<file path="src/rtl/fetch_pkg.sv">
// Shared types and constants for the instruction-fetch prefetch buffer.
//   NOP_INSN          : word presented to decode before anything has been fetched
//   DEFAULT_RESET_PC  : default first fetch address
//   fetch_state_e     : fetch sequencer states
//   align_word()      : clears the byte-offset bits of an address
package fetch_pkg;

  localparam logic [31:0] NOP_INSN         = 32'h0000_0013;
  localparam logic [31:0] DEFAULT_RESET_PC = 32'h0000_0000;
  localparam logic [31:0] WORD_MASK        = 32'hFFFF_FFFC;
  localparam logic [31:0] WORD_STEP        = 32'h0000_0004;

  typedef enum logic [1:0] {
    BOOT  = 2'd0,
    RUN   = 2'd1,
    FLUSH = 2'd2
  } fetch_state_e;

  // Word-align an address by masking off bits [1:0].
  function automatic logic [31:0] align_word(input logic [31:0] addr);
    return addr & WORD_MASK;
  endfunction

endpackage

</file>
<file path="src/rtl/fetch_prefetch_buffer_if.sv">
// Bus bundle between the fetch stage, instruction memory, the redirect source
// and the decode stage.
//   imem_req_*     : in-order word requests to instruction memory
//   imem_rsp_*     : in-order response words from instruction memory
//   redirect_*     : taken branch/jump restarting fetch
//   inst_*         : queue head presented to decode with valid/ready
// The master modport is the fetch stage; slave is the surrounding system.
interface fetch_prefetch_buffer_if;

  logic        imem_req_valid;
  logic [31:0] imem_req_addr;
  logic        imem_req_ready;
  logic        imem_rsp_valid;
  logic [31:0] imem_rsp_data;
  logic        redirect_valid;
  logic [31:0] redirect_pc;
  logic        inst_valid;
  logic [31:0] inst_data;
  logic [31:0] inst_pc;
  logic        inst_ready;

  modport master (
    output imem_req_valid,
    output imem_req_addr,
    input  imem_req_ready,
    input  imem_rsp_valid,
    input  imem_rsp_data,
    input  redirect_valid,
    input  redirect_pc,
    output inst_valid,
    output inst_data,
    output inst_pc,
    input  inst_ready
  );

  modport slave (
    input  imem_req_valid,
    input  imem_req_addr,
    output imem_req_ready,
    output imem_rsp_valid,
    output imem_rsp_data,
    output redirect_valid,
    output redirect_pc,
    input  inst_valid,
    input  inst_data,
    input  inst_pc,
    output inst_ready
  );

endinterface

</file>
<file path="src/rtl/fetch_prefetch_buffer_sync_fifo.sv">
// Registered synchronous FIFO with synchronous clear and a hold register.
//   clk, rst   : clock, synchronous active-high reset
//   clr        : drop all entries (overrides push/pop in the same cycle)
//   push/push_data, pop : write and read strobes; push+pop while full is legal
//   head_data  : current head, or the last head shown while the FIFO is empty
//   empty      : no entries
//   count      : number of entries (0..DEPTH)
module sync_fifo #(
  parameter int              WIDTH      = 64,
  parameter int              DEPTH      = 4,
  parameter logic [WIDTH-1:0] RESET_DATA = {WIDTH{1'b0}},
  localparam int             PTR_W      = $clog2(DEPTH),
  localparam int             CNT_W      = PTR_W + 1
) (
  input  logic             clk,
  input  logic             rst,
  input  logic             clr,
  input  logic             push,
  input  logic [WIDTH-1:0] push_data,
  input  logic             pop,
  output logic [WIDTH-1:0] head_data,
  output logic             empty,
  output logic [CNT_W-1:0] count
);

  localparam logic [CNT_W-1:0] DEPTH_C = CNT_W'(DEPTH);
  localparam logic [CNT_W-1:0] CNT_ONE = CNT_W'(1'b1);
  localparam logic [PTR_W-1:0] PTR_ONE = PTR_W'(1'b1);

  logic [WIDTH-1:0] mem_r [DEPTH];
  logic [PTR_W-1:0] wr_ptr_r;
  logic [PTR_W-1:0] rd_ptr_r;
  logic [CNT_W-1:0] count_r;
  logic [WIDTH-1:0] hold_r;
  logic             empty_s;
  logic             full_s;
  logic             do_push_s;
  logic             do_pop_s;

  // Qualified push/pop strobes; a push into a full FIFO only lands if a pop frees the slot.
  always_comb begin
    empty_s   = (count_r == {CNT_W{1'b0}});
    full_s    = (count_r == DEPTH_C);
    do_pop_s  = pop && !empty_s && !clr;
    do_push_s = push && !clr && (!full_s || do_pop_s);
  end

  // Storage array; data only, so no reset is needed.
  always_ff @(posedge clk) begin
    if (do_push_s) begin
      mem_r[wr_ptr_r] <= push_data;
    end
  end

  // Pointers and occupancy.
  always_ff @(posedge clk) begin
    if (rst) begin
      wr_ptr_r <= {PTR_W{1'b0}};
      rd_ptr_r <= {PTR_W{1'b0}};
      count_r  <= {CNT_W{1'b0}};
    end else if (clr) begin
      wr_ptr_r <= {PTR_W{1'b0}};
      rd_ptr_r <= {PTR_W{1'b0}};
      count_r  <= {CNT_W{1'b0}};
    end else begin
      if (do_push_s) begin
        wr_ptr_r <= wr_ptr_r + PTR_ONE;
      end
      if (do_pop_s) begin
        rd_ptr_r <= rd_ptr_r + PTR_ONE;
      end
      case ({do_push_s, do_pop_s})
        2'b10:   count_r <= count_r + CNT_ONE;
        2'b01:   count_r <= count_r - CNT_ONE;
        default: count_r <= count_r;
      endcase
    end
  end

  // Remember whatever head was last visible so the output is stable once empty.
  always_ff @(posedge clk) begin
    if (rst) begin
      hold_r <= RESET_DATA;
    end else if (!empty_s) begin
      hold_r <= mem_r[rd_ptr_r];
    end else begin
      hold_r <= hold_r;
    end
  end

  // Head selection: live entry when present, otherwise the held value.
  always_comb begin
    if (empty_s) begin
      head_data = hold_r;
    end else begin
      head_data = mem_r[rd_ptr_r];
    end
  end

  assign empty = empty_s;
  assign count = count_r;

endmodule

</file>
<file path="src/rtl/fetch_prefetch_buffer.sv">
// Instruction-fetch stage feeding the core's decode input.
// Owns the fetch PC, issues in-order word requests, tags returning words with
// their PCs, queues them, and presents the head to decode with valid/ready.
// A redirect flushes the queue and squashes responses still in flight.
//   clk, rst  : clock, synchronous active-high reset
//   bus       : fetch_prefetch_buffer_if.master (imem request/response,
//               redirect, decode handshake)
module fetch_prefetch_buffer
  import fetch_pkg::*;
#(
  parameter logic [31:0] RESET_PC = DEFAULT_RESET_PC,
  parameter int          DEPTH    = 4
) (
  input  logic                    clk,
  input  logic                    rst,
  fetch_prefetch_buffer_if.master bus
);

  localparam int               CNT_W   = $clog2(DEPTH) + 1;
  localparam logic [CNT_W:0]   LIMIT_C = (CNT_W + 1)'(DEPTH);
  localparam logic [CNT_W-1:0] CNT_ONE = CNT_W'(1'b1);
  localparam logic [CNT_W-1:0] CNT_ZERO = {CNT_W{1'b0}};
  localparam logic [31:0]      BOOT_PC = align_word(RESET_PC);

  fetch_state_e     state_r;
  fetch_state_e     state_nxt_s;
  logic [31:0]      fetch_pc_r;
  logic [31:0]      resp_pc_r;
  logic [CNT_W-1:0] inflight_r;
  logic [CNT_W-1:0] inflight_nxt_s;
  logic [CNT_W-1:0] fifo_count_s;
  logic [CNT_W:0]   credit_sum_s;
  logic             fifo_empty_s;
  logic [63:0]      head_s;
  logic [31:0]      redirect_tgt_s;
  logic             req_valid_s;
  logic             req_fire_s;
  logic             rsp_take_s;
  logic             push_s;
  logic             pop_s;

  // Request/response/queue strobes; a redirect blocks issue, push and pop this cycle.
  always_comb begin
    redirect_tgt_s = align_word(bus.redirect_pc);
    credit_sum_s   = {1'b0, inflight_r} + {1'b0, fifo_count_s};
    // Every outstanding request owns a queue slot, so a push can never overflow.
    req_valid_s    = (state_r == RUN) && (credit_sum_s < LIMIT_C) && !bus.redirect_valid;
    req_fire_s     = req_valid_s && bus.imem_req_ready;
    rsp_take_s     = bus.imem_rsp_valid && (inflight_r != CNT_ZERO);
    push_s         = rsp_take_s && (state_r == RUN) && !bus.redirect_valid;
    pop_s          = !fifo_empty_s && bus.inst_ready && !bus.redirect_valid;
  end

  // Outstanding-request count after this edge; squashed responses still retire a credit.
  always_comb begin
    inflight_nxt_s = inflight_r;
    case ({req_fire_s, rsp_take_s})
      2'b10:   inflight_nxt_s = inflight_r + CNT_ONE;
      2'b01:   inflight_nxt_s = inflight_r - CNT_ONE;
      default: inflight_nxt_s = inflight_r;
    endcase
  end

  // Sequencer next state: FLUSH waits for every stale response to drain.
  always_comb begin
    state_nxt_s = state_r;
    case (state_r)
      BOOT: begin
        state_nxt_s = RUN;
      end
      RUN: begin
        if (bus.redirect_valid && (inflight_nxt_s != CNT_ZERO)) begin
          state_nxt_s = FLUSH;
        end else begin
          state_nxt_s = RUN;
        end
      end
      FLUSH: begin
        if (inflight_nxt_s == CNT_ZERO) begin
          state_nxt_s = RUN;
        end else begin
          state_nxt_s = FLUSH;
        end
      end
      default: begin
        state_nxt_s = BOOT;
      end
    endcase
  end

  // Sequencer state register.
  always_ff @(posedge clk) begin
    if (rst) begin
      state_r <= BOOT;
    end else begin
      state_r <= state_nxt_s;
    end
  end

  // In-flight request counter.
  always_ff @(posedge clk) begin
    if (rst) begin
      inflight_r <= CNT_ZERO;
    end else begin
      inflight_r <= inflight_nxt_s;
    end
  end

  // Fetch PC (next address to request) and response PC (tag of next accepted word).
  always_ff @(posedge clk) begin
    if (rst) begin
      fetch_pc_r <= BOOT_PC;
      resp_pc_r  <= BOOT_PC;
    end else if (bus.redirect_valid) begin
      fetch_pc_r <= redirect_tgt_s;
      resp_pc_r  <= redirect_tgt_s;
    end else begin
      if (req_fire_s) begin
        fetch_pc_r <= fetch_pc_r + WORD_STEP;
      end
      if (push_s) begin
        resp_pc_r <= resp_pc_r + WORD_STEP;
      end
    end
  end

  sync_fifo #(
    .WIDTH      (64),
    .DEPTH      (DEPTH),
    .RESET_DATA ({BOOT_PC, NOP_INSN})
  ) u_fifo (
    .clk       (clk),
    .rst       (rst),
    .clr       (bus.redirect_valid),
    .push      (push_s),
    .push_data ({resp_pc_r, bus.imem_rsp_data}),
    .pop       (pop_s),
    .head_data (head_s),
    .empty     (fifo_empty_s),
    .count     (fifo_count_s)
  );

  assign bus.imem_req_valid = req_valid_s;
  assign bus.imem_req_addr  = fetch_pc_r;
  assign bus.inst_valid     = !fifo_empty_s;
  assign bus.inst_pc        = head_s[63:32];
  assign bus.inst_data      = head_s[31:0];

endmodule

</file>
<file path="src/flat_wrapper.sv">
// flat-port wrapper written by rule: the top's interface ports become plain ports
module fetch_prefetch_buffer_flat import fetch_pkg::*;
#(
  parameter logic [31:0] RESET_PC = DEFAULT_RESET_PC,
  parameter int          DEPTH    = 4
)
  (clk, rst, bus_imem_req_valid, bus_imem_req_addr, bus_imem_req_ready, bus_imem_rsp_valid, bus_imem_rsp_data, bus_redirect_valid, bus_redirect_pc, bus_inst_valid, bus_inst_data, bus_inst_pc, bus_inst_ready);
  fetch_prefetch_buffer_if bus_i ();
  input  logic clk;
  input  logic rst;
  output wire logic [$bits(bus_i.imem_req_valid)-1:0] bus_imem_req_valid;
  output wire logic [$bits(bus_i.imem_req_addr)-1:0] bus_imem_req_addr;
  input wire logic [$bits(bus_i.imem_req_ready)-1:0] bus_imem_req_ready;
  input wire logic [$bits(bus_i.imem_rsp_valid)-1:0] bus_imem_rsp_valid;
  input wire logic [$bits(bus_i.imem_rsp_data)-1:0] bus_imem_rsp_data;
  input wire logic [$bits(bus_i.redirect_valid)-1:0] bus_redirect_valid;
  input wire logic [$bits(bus_i.redirect_pc)-1:0] bus_redirect_pc;
  output wire logic [$bits(bus_i.inst_valid)-1:0] bus_inst_valid;
  output wire logic [$bits(bus_i.inst_data)-1:0] bus_inst_data;
  output wire logic [$bits(bus_i.inst_pc)-1:0] bus_inst_pc;
  input wire logic [$bits(bus_i.inst_ready)-1:0] bus_inst_ready;
  assign bus_imem_req_valid = bus_i.imem_req_valid;
  assign bus_imem_req_addr = bus_i.imem_req_addr;
  assign bus_i.imem_req_ready = bus_imem_req_ready;
  assign bus_i.imem_rsp_valid = bus_imem_rsp_valid;
  assign bus_i.imem_rsp_data = bus_imem_rsp_data;
  assign bus_i.redirect_valid = bus_redirect_valid;
  assign bus_i.redirect_pc = bus_redirect_pc;
  assign bus_inst_valid = bus_i.inst_valid;
  assign bus_inst_data = bus_i.inst_data;
  assign bus_inst_pc = bus_i.inst_pc;
  assign bus_i.inst_ready = bus_inst_ready;
  fetch_prefetch_buffer #(.RESET_PC(RESET_PC), .DEPTH(DEPTH)) u_core (.clk(clk), .rst(rst), .bus(bus_i));
endmodule
</file>
<file path="config.mk">
export PLATFORM = sky130hd
export DESIGN_NAME = fetch_prefetch_buffer_flat
export DESIGN_NICKNAME = d
export VERILOG_FILES = /design/src/rtl/fetch_pkg.sv /design/src/rtl/fetch_prefetch_buffer_if.sv /design/src/rtl/fetch_prefetch_buffer_sync_fifo.sv /design/src/rtl/fetch_prefetch_buffer.sv /design/src/flat_wrapper.sv
export SDC_FILE = /design/constraint.sdc
export NUM_CORES = 1
export LEC_CHECK = 0
export CAP_MARGIN = 5
export CORE_MARGIN = 3
export CORE_UTILIZATION = 46
export CTS_CLUSTER_SIZE = 30
export DETAILED_ROUTE_END_ITERATION = 8
export HOLD_SLACK_MARGIN = 0.12
export PLACE_DENSITY = 0.77
export REMOVE_ABC_BUFFERS = 1
export SETUP_SLACK_MARGIN = 0.05
export SLEW_MARGIN = 30
export SYNTH_ARGS = -nofsm -noshare
export SYNTH_HDL_FRONTEND = slang
export SYNTH_SLANG_ARGS = --single-unit
</file>
<file path="constraint.sdc">
create_clock -name clk -period 5.4 [get_ports clk]
set_input_delay 0.81 -clock clk [delete_from_list [all_inputs] [get_ports clk]]
set_output_delay 0.81 -clock clk [all_outputs]
set_load 0.05 [all_outputs]
</file>
==> summary.md, run 1 <==
## Status
* run status: complete, no violations

## Logic synthesis
* Syn Inst Count: 1170
* async set or reset register ratio after synthesis: 0
* Mapped Avg Cell Area: 13.3 sq um
* FF+latch count, synth: 386
* share of the yosys chip area belonging to registers: 0.657
* most instantiated library cell after synthesis: sky130_fd_sc_hd__edfxtp_1
* cell types with the largest area share after synthesis: sky130_fd_sc_hd__edfxtp_1, sky130_fd_sc_hd__dfxtp_1, sky130_fd_sc_hd__mux4_2
* number of distinct standard cells referenced by the synthesized netlist: 56
* cell accounting for the most synthesized area: sky130_fd_sc_hd__edfxtp_1
* area of the mapped netlist: 15500 sq um
* area share of the largest cell type after synthesis: 0.479
* most instantiated cells after synthesis: sky130_fd_sc_hd__edfxtp_1, sky130_fd_sc_hd__nand2_1, sky130_fd_sc_hd__dfxtp_1, sky130_fd_sc_hd__nor2b_1, sky130_fd_sc_hd__mux4_2
* ys flop type: sky130_fd_sc_hd__edfxtp_1
* yosys warns: 0
* number of enable flip-flop cells after synthesis: 248

## Worst setup path
* number of buffer and inverter stages on the critical path: 3
* Worst Path Max Fanout: 40
* arrival time reported for the critical path endpoint: 3.19 ns
* Critical-path top delay cell: sky130_fd_sc_hd__clkdlybuf4s50_1
* Crit path top cell by count: sky130_fd_sc_hd__nand2_1
* critical path startpoint category: register
* data required time at the worst endpoint: 4.59 ns
* endpoint kind of the worst setup timing path: primary output
* crit path kind: reg -> out
* cell type group with the largest total delay on the critical path: buffers and inverters
* longest individual stage delay on the worst path: 0.81 ns
* cell breakdown of the critical path: nor3_2, inv_2, buf_4, nand2_1, nand2_1, clkdlybuf4s50_1

## Floorplanning
* count of boundary I/O pins: 168
* Total Die Area: 36000 sq um
* row count: 66
* die width: 190 um
* initial cell density of the core: 0.473
* y dimension of the die: 190 um
* area of the core: 32900 sq um

## Routing
* via count of the routed design: 9777
* total detailed-routing wirelength: 34.0 mm
* WL per Instance: 18.9 um
* count of routing violations after the opening detailed-route iteration: 695
* post-route ant nets: 0
* 1st-pass router iterations: 5
* count of unresolved DRC violations after routing: 0
* Via-to-Cell Ratio: 5.43

## Timing
* max-slew violation total from the final report: 0
* total negative setup slack: 0 ns
* part of the cycle the worst path needs: 0.741
* clock period minus worst slack: 4.00 ns
* RSZ-0062 raised after global routing: false
* Max Freq: 0.250 GHz
* total count of hold-check failures in the final report: 0
* Worst-Margin Slew: 0.796 ns
* Clock Skew: 0.0152 ns
* count of final setup violators: 0
* relative max-transition margin: 0.469

## Place
* instance area at placement: 17600 sq um
* count of buffers from port buffering: 163
* Cells after DPL: 1723
* post-detailed-placement half-perimeter wirelength: 20.4 mm
* Final Wtd Congestion: 0.856

## Power and ir drop
* leakage power total: 0.00653 uW
* power density over cell area: 362 nW/um^2
* Worst IR Drop VDD: 0.204 mV

## Clock tree
* clk buf depth: 3
* TritonCTS clock tree: done
* Max H-tree Level: 2
* clock root buffer master: sky130_fd_sc_hd__clkbuf_16
* CTS-repair resized insts: 0
* total clock sinks: 386
* clock-pin slew on the worst setup and hold paths: 0.06 ns
* clock latency of the later-clocked register in the worst-skew pair: 0.52 ns
* CTS Buf Count: 40
* buffers inserted during post-CTS setup optimization: 0
* cts-stage hold buffer count: 0

## Layout
* number of antenna repair diodes: 0
* layout-stage area growth over the synthesis result: 22.8%
* Post-Layout Cell Count: 1801
* fraction of layout instances using a drive strength above 1: 0.116
* number of nets in the layout: 1410
* Layout Cell Area excl Fill: 19100 sq um

## GRT
* aggregate global-route resource usage: 0.187
* routing usage on met1: 0.261
* leftover overflow at the end of global routing: 0
* busiest layer in global routing: met2
* vias in the first global route: 9899
* met3 demand-to-capacity share in global routing: 0.0350
* initial antenna violation count: 1
* wire length of the first global-routing pass: 53.6 mm
* met2 Resource Use GR: 0.307
* maximum number of pins on one net before global-route repair: 65

## Min path
* class of the most critical hold timing path: reg -> reg

## Job
* Maximum Capacitance Violations: 0

-- worst register-to-register path: cells and delay by family, from the launching register on --
| family | cells | cell delay [ns] |
|---|---|---|
| AND/OR/NAND/NOR | 4 | 1.06 |
| buffers and inverters | 2 | 0.32 |
| AO/OA/AOI/OAI | 2 | 0.19 |
| flip-flops | 1 | 0.46 |
| adder cells (fa/ha/maj) | 3 | 0.98 |
-- per-stage QoR --
stage | hold WS (ns) | power, uW | setup slack (ns) | util
after detailed placement | 0.501 | 4130 | 1.67 | 0.535
final | 0.517 | 6910 | 1.40 | 0.580
after global placement | 0.495 | 4110 | 1.68 | 0.535
after floorplan | 0.453 | 3830 | -1.96 | -
after global routing | 0.549 | 7160 | 1.16 | 0.580
after CTS | 0.510 | 6970 | 1.26 | 0.577
-- kinds of logic (layout without fill, tap and decap cells) --
group,count (synthesis),in the layout,synth area share
buffers and inverters,94,282,0.0242
other,1,2,0.000241
muxes,64,64,0.0912
AOI/OAI and AO/OA,119,119,0.0512
and+or+nand+nor,451,451,0.141
xor gates and xnor gates,44,44,0.0248
adders and majority gates,11,11,0.00983
DFF,386,386,0.657
-- path summary, 6_finish.rpt --
path,from,endpoint,slack [ns],cells past startpoint
worst max register to register,u_core.u_fifo.count[2]$_SDFFE_PP0P_,u_core.state_r[0]$_SDFF_PP0_,2.23,11
worst min-delay path,u_core.state_r[1]$_SDFF_PP0_,u_core.state_r[0]$_SDFF_PP0_,0.52,1
worst min register to register,u_core.state_r[1]$_SDFF_PP0_,u_core.state_r[0]$_SDFF_PP0_,0.52,1
worst max-delay path,u_core.u_fifo.count[0]$_SDFFE_PP0P_,bus_inst_data[5],1.40,6
-- report_power, final --
part | switching (uW) | total (uW) | internal [uW] | leakage [uW]
sequential | 81.8 | 3310 | 3230 | 0.00338
combinational | 478 | 754 | 276 | 0.00249
clock | 1100 | 2840 | 1740 | 0.000665
-- registers in the layout (all words and copies together), names as in the netlist, named ones only --
name / flops
u_core.bus.imem_req_addr: 30
u_core.inflight_r: 3
u_core.resp_pc_r: 30
u_core.state_r: 2
u_core.u_fifo.count: 3
u_core.u_fifo.hold_r: 64
u_core.u_fifo.mem_r: 248
u_core.u_fifo.rd_ptr_r: 2
u_core.u_fifo.wr_ptr_r: 2
-- placed cells by master, fill, tap and decap left out, drive strengths merged, types with 11 or more instances in the layout --
cell and instances:
clkdlybuf4s50 162, buf 18, nor3 15, nor2 40
nand3 23, a21oi 25, or3 11, dfxtp 138
and3 12, clkinv 15, o21ai 14, nand4 26
xnor2 21, inv 30, a211oi 15, a21boi 19
nand2 221, edfxtp 248, nor2b 66, clkbuf 49
mux4 62, xor2 23, a31oi 18
-- area by class of cell --
cell class / instances / area, sq um
Fill cell: 2574 / 13800
Sequential cell: 386 / 10200
Multi-Input combinational cell: 691 / 4970
Timing Repair Buffer: 180 / 1860
Clock buffer: 49 / 1070
Tap cell: 442 / 553
Clock inverter: 23 / 294
Inverter: 30 / 113
-- layer usage --
metal	vias to the layer above	wire length, um
met2	305	15800
met1	4817	15300
met3	59	2190
li1	4594	-
met4	2	659
met5	-	11
No activity file was read; power rests on OpenSTA's default activity.
==> inputs of run 2 (changes only) <==
--- a/config.mk
+++ b/config.mk
@@ -11,7 +11,7 @@
 export CTS_CLUSTER_SIZE = 30
 export DETAILED_ROUTE_END_ITERATION = 8
 export HOLD_SLACK_MARGIN = 0.12
-export PLACE_DENSITY = 0.77
+export PLACE_DENSITY = 0.8
 export REMOVE_ABC_BUFFERS = 1
 export SETUP_SLACK_MARGIN = 0.05
 export SLEW_MARGIN = 30
==> constraint.sdc (replaced) <==
create_clock -name clk -period 3.4 [get_ports clk]
set_input_delay 0.51 -clock clk [delete_from_list [all_inputs] [get_ports clk]]
set_output_delay 0.51 -clock clk [all_outputs]
set_load 0.05 [all_outputs]
==> summary.md, run 2 (same netlist as run 1, synthesis figures left out) <==
## Status
* run status: complete, no violations

## Layout
* top library cells by usage in the layout, fill and taps aside: sky130_fd_sc_hd__edfxtp_1, sky130_fd_sc_hd__nand2_1, sky130_fd_sc_hd__clkdlybuf4s50_1
* fraction of layout instances using a drive strength above 1: 0.131
* footprint of the multi-input gates: 4970 sq um
* Filler Cell Count: 2594
* flip-flop count of the largest register after layout: 248
* number of nets in the layout: 1427
* final standard cell utilization of the core: 0.580
* Reg with most FFs: u_core.u_fifo.mem_r
* number of antenna repair diodes: 0
* most common cell after layout, fill and taps aside: sky130_fd_sc_hd__edfxtp_1
* Reg area: 10200 sq um
* leading registers by flop count: u_core.u_fifo.mem_r: 248 flops, u_core.u_fifo.hold_r: 64 flops
* layout-stage area growth over the synthesis result: 22.8%

## Routing
* 1st-pass router iterations: 5
* via count of the routed design: 9928
* total detailed-routing wirelength: 33.8 mm
* post-route ant nets: 0
* Via-to-Cell Ratio: 5.46
* WL per Instance: 18.6 um
* count of unresolved DRC violations after routing: 0
* count of routing violations after the opening detailed-route iteration: 636

## Timing
* total negative setup slack: 0 ns
* RSZ-0062 raised after global routing: false
* max-slew violation total from the final report: 0
* total count of hold-check failures in the final report: 0
* Max Freq: 0.309 GHz
* count of final setup violators: 0
* part of the cycle the worst path needs: 0.952
* Clock Skew: 0.0176 ns
* worst setup margin: 0.165 ns
* Worst-Margin Slew: 0.742 ns
* relative max-transition margin: 0.501
* clock period minus worst slack: 3.24 ns

## Clock tree
* Max H-tree Level: 2
* clk buf depth: 3
* clock latency of the later-clocked register in the worst-skew pair: 0.52 ns
* clock root buffer master: sky130_fd_sc_hd__clkbuf_16
* buffers inserted during post-CTS setup optimization: 0
* clock-pin slew on the worst setup and hold paths: 0.06 ns
* total clock sinks: 386
* CTS Buf Count: 40
* TritonCTS clock tree: done

## Worst setup path
* critical path startpoint category: register
* endpoint kind of the worst setup timing path: primary output
* crit path kind: reg -> out
* Worst Path Max Fanout: 48
* data required time at the worst endpoint: 2.89 ns
* arrival time reported for the critical path endpoint: 2.73 ns

## GRT
* maximum number of pins on one net before global-route repair: 65
* vias in the first global route: 10.0k
* aggregate global-route resource usage: 0.189
* leftover overflow at the end of global routing: 0
* wire length of the first global-routing pass: 54.5 mm
* initial antenna violation count: 0

## Floorplanning
* y dimension of the die: 190 um
* initial cell density of the core: 0.473
* area of the core: 32900 sq um
* row count: 66
* Total Die Area: 36000 sq um
* die width: 190 um
* count of boundary I/O pins: 168

## Place
* Final Wtd Congestion: 0.842
* count of buffers from port buffering: 163
* post-detailed-placement half-perimeter wirelength: 22.1 mm
* Placement Setup Slack: 0.167 ns

## Power and ir drop
* Total Power Consumption: 10600 uW
* Worst IR Drop VDD: 0.385 mV
* power density over cell area: 553 nW/um^2
* leakage power total: 0.00662 uW

## Job
* Maximum Capacitance Violations: 0

## Min path
* class of the most critical hold timing path: reg -> reg

[run 2: final timing paths]
kind                                  startpoint                      endpoint  slack, ns  cells past startpoint
max                                     register               bus_inst_pc[28]       0.16                      5
min                 u_core.state_r[1]$_SDFF_PP0_  u_core.state_r[0]$_SDFF_PP0_       0.51                      1
max reg2reg  u_core.u_fifo.count[2]$_SDFFE_PP0P_  u_core.state_r[0]$_SDFF_PP0_       0.50                     12
min reg2reg         u_core.state_r[1]$_SDFF_PP0_  u_core.state_r[0]$_SDFF_PP0_       0.51                      1
[run 2: critical path, stage by stage, from the launching register on]
cell                              delay (ns)
sky130_fd_sc_hd__dfxtp_4                0.37
sky130_fd_sc_hd__buf_16                 0.32
sky130_fd_sc_hd__mux4_2                 0.56
sky130_fd_sc_hd__nand2_1                0.15
sky130_fd_sc_hd__nand2_1                0.09
sky130_fd_sc_hd__clkdlybuf4s50_1        0.70
[run 2: power by group]
part	internal [uW]	switching [uW]	total, uW
clock network	2400	1670	4070
registers	5130	129	5260
logic	451	772	1220
[run 2: repair_timing]
item,CTS,global route
gates resized for setup,1,3
endpoints found under the setup margin,10,3
gates cloned,0,0
hold buffers,0,0
[run 2: through the flow]
stage               instance area [sq um]  hold slack (ns)  instances
global placement                    17800            0.498       1746
global route                        19100            0.534       1818
CTS                                 19100            0.508       1818
finish                              19100            0.509       1818
detailed placement                  17800            0.498       1746
floorplan                           15300            0.453       1107
[run 2: final cells by class]
class | count | share of cell area
Clock buffer | 65 | 0.0627
Clock inverter | 7 | 0.00184
Inverter | 30 | 0.00604
Multi-Input combinational cell | 691 | 0.261
Sequential cell | 386 | 0.536
Tap cell | 442 | 0.0290
Timing Repair Buffer | 197 | 0.104
[run 2: metal layers]
metal / track usage / wire length, um / vias to the layer above
met5: 0 / 0 / -
met4: 0.0463 / 580 / 0
met3: 0.0378 / 2490 / 47
met2: 0.314 / 16300 / 373
met1: 0.258 / 14500 / 4884
li1: - / - / 4624
==> inputs of run 3 (changes only) <==
--- a/config.mk
+++ b/config.mk
@@ -10,11 +10,11 @@
 export CORE_UTILIZATION = 46
 export CTS_CLUSTER_SIZE = 30
 export DETAILED_ROUTE_END_ITERATION = 8
-export HOLD_SLACK_MARGIN = 0.12
+export HOLD_SLACK_MARGIN = 0.06
 export PLACE_DENSITY = 0.8
 export REMOVE_ABC_BUFFERS = 1
-export SETUP_SLACK_MARGIN = 0.05
-export SLEW_MARGIN = 30
+export SETUP_SLACK_MARGIN = 0.5
+export SLEW_MARGIN = 20
 export SYNTH_ARGS = -nofsm -noshare
 export SYNTH_HDL_FRONTEND = slang
 export SYNTH_SLANG_ARGS = --single-unit
==> summary.md, run 3 (same netlist as run 1, synthesis figures left out) <==
## Timing
* worst setup margin: 0.601 ns
* RSZ-0062 raised after global routing: true
* part of the cycle the worst path needs: 0.823
* relative max-transition margin: 0.516
* Clock Skew: 0.0172 ns
* Worst-Margin Slew: 0.720 ns
* clock period minus worst slack: 2.80 ns
* total count of hold-check failures in the final report: 0
* count of final setup violators: 0
* max-slew violation total from the final report: 0
* Max Freq: 0.357 GHz

## Layout
* final standard cell utilization of the core: 0.577
* number of nets in the layout: 1429
* Layout Cell Area excl Fill: 19000 sq um
* Filler Cell Count: 2605
* most common cell after layout, fill and taps aside: sky130_fd_sc_hd__edfxtp_1
* Reg with most FFs: u_core.u_fifo.mem_r
* fraction of layout instances using a drive strength above 1: 0.180
* layout-stage area growth over the synthesis result: 22.1%
* leading registers by flop count: u_core.u_fifo.mem_r: 248 flops, u_core.u_fifo.hold_r: 64 flops
* top library cells by usage in the layout, fill and taps aside: sky130_fd_sc_hd__edfxtp_1, sky130_fd_sc_hd__nand2_1, sky130_fd_sc_hd__dfxtp_1
* flip-flop count of the largest register after layout: 248
* number of antenna repair diodes: 0

## Floorplanning
* Total Die Area: 36000 sq um
* row count: 66
* die width: 190 um
* area of the core: 32900 sq um
* count of boundary I/O pins: 168
* y dimension of the die: 190 um
* initial cell density of the core: 0.473

## Worst setup path
* data required time at the worst endpoint: 3.76 ns
* critical path startpoint: u_core.u_fifo.count[1]$_SDFFE_PP0P_
* Worst Path Max Fanout: 7
* capture point of the worst path: u_core.state_r[0]$_SDFF_PP0_
* beginning of the worst register-to-register path: u_core.u_fifo.count[1]$_SDFFE_PP0P_
* terminus of the critical flop-to-flop path: u_core.state_r[0]$_SDFF_PP0_
* worst r2r path cells: 11
* arrival time reported for the critical path endpoint: 3.16 ns
* crit path kind: reg -> reg
* worst-case register-to-register setup slack: 0.60 ns
* endpoint kind of the worst setup timing path: register
* critical path startpoint category: register

## Power and ir drop
* clock network fraction of design power: 0.386
* power density over cell area: 556 nW/um^2
* power dissipated by switching net loads: 2590 uW
* Total Power Consumption: 10500 uW
* Combinational Power Share: 0.115
* internal power: 7950 uW
* Worst IR Drop VDD: 0.377 mV
* leakage power total: 0.00668 uW
* switching part of the total power: 0.246
* Sequential Power Share: 0.499

## Clock tree
* Max H-tree Level: 2
* total clock sinks: 386
* CTS Buf Count: 40
* clk buf depth: 3
* clock-pin slew on the worst setup and hold paths: 0.05 ns
* TritonCTS clock tree: done
* clock latency of the later-clocked register in the worst-skew pair: 0.52 ns
* clock root buffer master: sky130_fd_sc_hd__clkbuf_16
* cts-stage hold buffer count: 0

## Routing
* count of routing violations after the opening detailed-route iteration: 625
* post-route ant nets: 0
* count of unresolved DRC violations after routing: 0
* WL per Instance: 18.9 um
* 1st-pass router iterations: 6
* via count of the routed design: 9940
* Via-to-Cell Ratio: 5.46
* total detailed-routing wirelength: 34.3 mm

## Place
* count of buffers from port buffering: 163
* Placement Setup Slack: 0.167 ns
* post-detailed-placement half-perimeter wirelength: 22.1 mm
* instance area at placement: 17800 sq um
* Final Wtd Congestion: 0.842

## Status
* run status: complete, no violations

## Job
* Maximum Capacitance Violations: 0

## GRT
* leftover overflow at the end of global routing: 0
* maximum number of pins on one net before global-route repair: 65
* initial antenna violation count: 0
* vias in the first global route: 10.1k
* aggregate global-route resource usage: 0.191
* wire length of the first global-routing pass: 55.0 mm

## Min path
* min-delay src: u_core.state_r[1]$_SDFF_PP0_
* class of the most critical hold timing path: reg -> reg

## run 3: metal layers
metal | global-route usage | part of all wire | up-vias
li1 | - | - | 4635
met3 | 0.0378 | 0.071 | 45
met2 | 0.318 | 0.48 | 354
met5 | 0 | 0 | -
met1 | 0.262 | 0.43 | 4906
met4 | 0.0461 | 0.016 | 0
## run 3: worst min path at each step
stage                                         to  depth (start not counted)
finish              u_core.state_r[0]$_SDFF_PP0_                          1
global route        u_core.state_r[0]$_SDFF_PP0_                          1
CTS                 u_core.state_r[0]$_SDFF_PP0_                          1
detailed placement  u_core.state_r[0]$_SDFF_PP0_                          1
global placement    u_core.state_r[0]$_SDFF_PP0_                          1
floorplan           u_core.state_r[0]$_SDFF_PP0_                          1
## run 3: stage by stage
stage	TNS, ns	instances	hold slack, ns
finish	0	1820	0.520
global route	0	1820	0.536
CTS	0	1819	0.508
detailed placement	0	1746	0.498
global placement	0	1746	0.498
floorplan	-470.01	1107	0.453
## run 3: worst max-delay path, cell delays in order (launching register included)
cell                        delay (ns)
sky130_fd_sc_hd__dfxtp_4          0.37
sky130_fd_sc_hd__ha_1             0.20
sky130_fd_sc_hd__or4_4            0.54
sky130_fd_sc_hd__nor4b_4          0.30
sky130_fd_sc_hd__inv_2            0.09
sky130_fd_sc_hd__ha_4             0.18
sky130_fd_sc_hd__inv_2            0.06
sky130_fd_sc_hd__fa_2             0.44
sky130_fd_sc_hd__and3_4           0.18
sky130_fd_sc_hd__o2bb2ai_2        0.13
sky130_fd_sc_hd__nor2_2           0.12
sky130_fd_sc_hd__a211oi_2         0.05
## run 3: cell type report
| type | count | area [sq um] | share of cell area |
|---|---|---|---|
| flip-flops and latches | 386 | 10200 | 0.539 |
| multi-input cells | 691 | 5020 | 0.265 |
| repair buffers | 199 | 1810 | 0.0956 |
| clock buffers | 65 | 1200 | 0.0631 |
| well taps | 442 | 553 | 0.0292 |
| inverters | 30 | 115 | 0.00607 |
| clock inverters | 7 | 35.0 | 0.00185 |
## run 3: what timing repair did
| item | 4_1_cts | 5_1_grt |
|---|---|---|
| buffers inserted | 0 | 1 |
| pin swaps | 0 | 6 |
| endpoints found under the setup margin | 58 | 52 |
| gates resized for setup | 93 | 92 |
| cloned | 1 | 0 |
## run 3: power groups by stage
stage	clock network, uW	logic, uW	registers [uW]
2_1_floorplan	0	674	5400
3_3_place_gp	0	1200	5350
3_5_place_dp	0	1230	5350
4_1_cts	4170	1200	5260
5_1_grt	4330	1310	5280
6_report	4070	1210	5260
